File: src/rtl/or_arr_param_if.sv
// Bus bundle for or_arr_param: a qualified input array and registered OR-reduction results.
// The master drives the array; the slave (the reduction unit) returns the registered results.
interface or_arr_param_if #(
  parameter int unsigned WIDTH_I   = 4,
  parameter int unsigned WIDTH_I_X = 2
);
  localparam int unsigned CntW = $clog2(WIDTH_I + 1);

  logic                              in_valid;
  logic [WIDTH_I-1:0][WIDTH_I_X-1:0] in;
  logic                              out;
  logic [WIDTH_I-1:0]                elem_or;
  logic [CntW-1:0]                   nz_count;
  logic                              out_valid;

  modport master (
    output in_valid,
    output in,
    input  out,
    input  elem_or,
    input  nz_count,
    input  out_valid
  );

  modport slave (
    input  in_valid,
    input  in,
    output out,
    output elem_or,
    output nz_count,
    output out_valid
  );
endinterface

File: src/rtl/or_arr_param.sv
// Registered OR-reduction of a packed 2-D array: global OR, per-element OR and a count of
// non-zero elements. Results update one cycle after each valid input and hold otherwise.
module or_arr_param #(
  parameter int unsigned WIDTH_I   = 4,
  parameter int unsigned WIDTH_I_X = 2
) (
  input  logic           clk,
  input  logic           rst_n,
  or_arr_param_if.slave  bus
);
  localparam int unsigned CntW = $clog2(WIDTH_I + 1);

  logic [WIDTH_I-1:0] elem_d, elem_q;
  logic [CntW-1:0]    cnt_d, cnt_q;
  logic               out_d, out_q;
  logic               valid_q;

  always_comb begin
    elem_d = '0;
    cnt_d  = '0;
    for (int k = 0; k < WIDTH_I; k++) begin
      elem_d[k] = |bus.in[k];
      cnt_d     = cnt_d + CntW'(elem_d[k]);
    end
    out_d = |elem_d;
  end

  // Data registers load only on in_valid, so X on an unqualified input never reaches them.
  always_ff @(posedge clk or negedge rst_n) begin
    if (!rst_n) begin
      out_q   <= 1'b0;
      elem_q  <= '0;
      cnt_q   <= '0;
      valid_q <= 1'b0;
    end else begin
      valid_q <= bus.in_valid;
      if (bus.in_valid) begin
        out_q  <= out_d;
        elem_q <= elem_d;
        cnt_q  <= cnt_d;
      end
    end
  end

  assign bus.out       = out_q;
  assign bus.elem_or   = elem_q;
  assign bus.nz_count  = cnt_q;
  assign bus.out_valid = valid_q;
endmodule

File: src/flat_wrapper.sv
// flat-port wrapper written by rule: the top's interface ports become plain ports
module or_arr_param_flat 
#(
  parameter int unsigned WIDTH_I   = 4,
  parameter int unsigned WIDTH_I_X = 2
)
  (clk, rst_n, bus_in_valid, bus_in, bus_out, bus_elem_or, bus_nz_count, bus_out_valid);
  or_arr_param_if #(.WIDTH_I(WIDTH_I), .WIDTH_I_X(WIDTH_I_X)) bus_i ();
  input  logic clk;
  input  logic rst_n;
  input wire logic [$bits(bus_i.in_valid)-1:0] bus_in_valid;
  input wire logic [$bits(bus_i.in)-1:0] bus_in;
  output wire logic [$bits(bus_i.out)-1:0] bus_out;
  output wire logic [$bits(bus_i.elem_or)-1:0] bus_elem_or;
  output wire logic [$bits(bus_i.nz_count)-1:0] bus_nz_count;
  output wire logic [$bits(bus_i.out_valid)-1:0] bus_out_valid;
  assign bus_i.in_valid = bus_in_valid;
  assign bus_i.in = bus_in;
  assign bus_out = bus_i.out;
  assign bus_elem_or = bus_i.elem_or;
  assign bus_nz_count = bus_i.nz_count;
  assign bus_out_valid = bus_i.out_valid;
  or_arr_param #(.WIDTH_I(WIDTH_I), .WIDTH_I_X(WIDTH_I_X)) u_core (.clk(clk), .rst_n(rst_n), .bus(bus_i));
endmodule
File: config.mk
export PLATFORM = sky130hd
export DESIGN_NAME = or_arr_param_flat
export DESIGN_NICKNAME = d
export VERILOG_FILES = /design/src/rtl/or_arr_param_if.sv /design/src/rtl/or_arr_param.sv /design/src/flat_wrapper.sv
export SDC_FILE = /design/constraint.sdc
export NUM_CORES = 1
export LEC_CHECK = 0
export ABC_AREA = 1
export BUFFER_PORTS_ARGS = -buffer_cell sky130_fd_sc_hd__buf_4
export CORE_MARGIN = 5
export CORE_UTILIZATION = 25
export CTS_BUF_LIST = sky130_fd_sc_hd__clkbuf_8
export DETAILED_ROUTE_END_ITERATION = 16
export PLACE_DENSITY_LB_ADDON = 0.15
export SLEW_MARGIN = 20
export SYNTH_ARGS = -nofsm -noshare
export SYNTH_HDL_FRONTEND = slang
export SYNTH_SLANG_ARGS = --single-unit
File: constraint.sdc
create_clock -name clk -period 0.8 [get_ports clk]
set_clock_uncertainty 0.2 [all_clocks]
set_input_delay 0.08 -clock clk [delete_from_list [all_inputs] [get_ports clk]]
set_output_delay 0.08 -clock clk [all_outputs]
set_load 0.03 [all_outputs]
==> impl_results.md <==
* Status: finished, violations left
* Failing checks: hold timing, setup timing
* HP Class: in2reg
* Worst R2R Setup Slack at -170 ps
* FF-to-FF Start: u_core.bus.out
* CP required at 730 ps
* Die Y at 50.2 um
* Initial core utilization at 0.265
* Yosys warns at 0
* CTS clk-pin slew, worst paths at approximately 50 ps
* Number of CTS-inserted buffers at 3
* Place WS at -715 ps
* Final Hold Fails at 5
* Final nets at 90
* Sink Count at 9
* Final period utilization at 1.53
* Clock Power Share at 0.358
* Sequential fraction of the synthesis area at 0.557
* Rel. slew slack at 0.844
* Slew Viols, Final at 0
* Hold_ws at -184 ps
* Worst Path Max Fanout at 2
* Post-detailed-routing wire length at 985 um
* DRC viols at 0
* Crit path from: bus_in[2]
* Worst Hold Depth at 1
* Layout Cells excl Fill at 90
* P per Cell Area at ~1900 nW/um2
* Sw Share at 0.292
* Wire length per cell at 10.9 um
* Initial antenna violation count at 0
* Cell variety after synth at 10
* Worst Setup End Kind: register
* Diode count at 0
* # port buffers at 19
* Via/cell ratio at 4.24
* Clock buffer depth at 2
* Combinational share of power at 0.283
* Share of layout cells above drive strength 1 at 0.622
* Number of endpoints failing setup at the final stage at 17
* Drt pass-1 iters at 4
* Worst setup endpoint: u_core.bus.nz_count[1]
* Detail Route Antenna Nets at 0
* Unrepaired setup endpoints after global routing: yes
* Sequential share of power at 0.360
* Post-synthesis average cell area at 9.62 um2
* Vias in the first global route at 393
* Worst VDD drop at 830 uV
* Tightest Pin Transition at 232 ps
* Global-route wire length before repair at 1750 um
* Mapped cell area at roughly 400 um2
* Hold_buf cts at 1
* Total Routing Usage GR at 0.0905
* Syn nets at 57
* Core area at 1520 um2
* Internal power at approximately 1.1 mW
* Vias at 382
* Placed cell count at 80
* CP Class: in2reg
* Switching power at 0.434 mW
* FP Rows at 14
* Fin crit period at 1220 ps
* Setup ws final at -422 ps
* Reg2reg path depth at 3
* Area Overhead vs Synth at 93.5%
* Worst R2R End: u_core.bus.out
* Synth Register Bits at 9
* Initial DRC count at 3
* Worst skew pair latency at 230 ps
* Die W at 50.2 um
* Total power at 1.49 mW
* Clk root buf: clkbuf_8
* Grt ovf at 0
* Global placer's final weighted congestion at ~0.74
* Synthesized instance count at 42
* CTS tree: yes
* Peak Freq at roughly 820 MHz
* Largest net degree at the start of global routing at 11
* Critical Path AT at 1150 ps
* DP Wirelength at 712 um
* Max_cap viols at 0
* IO Pins at 20
* CTS H-Tree Depth at 1
* Startpoint Class: input pin
* Die area at 2520 um2
* Leak Pwr at 0.372 nW
[metal layers]
metal | GRT usage | wire length, um | up-vias
li1 | - | - | 195
met2 | 0.138 | 459 | 14
met3 | 0.0296 | 88 | 2
met4 | 0.0524 | 17 | 0
met1 | 0.111 | 420 | 171
met5 | 0 | 0 | -
[power by group through the flow]
stage / sequential [mW] / combinational, mW / clock, mW
2_1_floorplan: 0.626 / 0.0903 / 0
3_3_place_gp: 0.533 / 0.338 / 0
3_5_place_dp: 0.534 / 0.340 / 0
4_1_cts: 0.534 / 0.415 / 0.536
5_1_grt: 0.540 / 0.457 / 0.555
6_report: 0.534 / 0.420 / 0.531
[cell usage in the layout (no fill, tap or decap), drive strengths merged]
master        n
clkbuf        3
nand2        12
dlygate4sd3   1
buf          27
o21a          1
ha            3
inv           6
o21ai         4
nor2          7
fa            1
dfrtp         9
[worst min-delay path by stage]
stage                  from                      to  slack [ps]
2_1_floorplan         rst_n   u_core.bus.elem_or[0]        -420
4_1_cts        bus_in_valid    u_core.bus.out_valid        -190
3_5_place_dp          rst_n  u_core.bus.nz_count[0]        -290
3_3_place_gp          rst_n  u_core.bus.nz_count[0]        -290
6_report       bus_in_valid    u_core.bus.out_valid        -180
5_1_grt        bus_in_valid    u_core.bus.out_valid        -180
[cell type report]
| class | instances | area [um2] |
|---|---|---|
| clock buffer | 3 | 41.3 |
| clock inverter | 1 | 3.75 |
| fill | 138 | 742 |
| inverter | 5 | 18.8 |
| multi-input combinational | 28 | 209 |
| sequential | 9 | 231 |
| tap | 16 | 20.0 |
| timing repair buffer | 28 | 258 |
[Yosys cell counts]
cell     count  area [um2]
inv_1        4        15.0
dfrtp_1      9         225
nand2_1     12        45.0
ha_1         3        37.5
o21ai_2      1        8.76
nor2_1       7        26.3
inv_2        1        3.75
fa_1         1        20.0
o21ai_1      3        15.0
o21a_1       1        7.51
[critical path: stages]
cell	delay [ps]
buf_6	90
nor2_4	130
ha_4	140
inv_2	30
fa_2	320
inv_2	70
ha_4	190
nand2_2	40
nand2_1	40
[timing repair]
item	in CTS	in global routing
resized for setup	14	2
hold endpoints to repair	14	4
setup buffers	4	1
pin swaps	7	6
endpoints found under the setup margin	17	17
cloned	0	0
[per-stage QoR]
stage / cell area (um2) / utilization / TNS, ps
after floorplan: 440 / - / -2010
after global placement: 626 / 0.411 / -2730
after detailed placement: 626 / 0.411 / -2780
after CTS: 768 / 0.504 / -3590
after global routing: 782 / 0.513 / -4100
final: 782 / 0.513 / -3650
[flip-flops by register name, indices dropped and copies added (netlist names)]
name / flops
u_core.bus.nz_count: 3
u_core.bus.elem_or: 4
u_core.bus.out: 1
u_core.bus.out_valid: 1
[cells by family (layout without fill, tap and decap cells)]
group | Yosys count | after routing | synth area share
simple gates | 19 | 19 | 0.176
fa+ha+maj | 4 | 4 | 0.142
compound gates | 5 | 5 | 0.0774
buf+inv | 5 | 37 | 0.0464
flops | 9 | 9 | 0.557
Note: power is estimated with default switching activity, not from simulation.
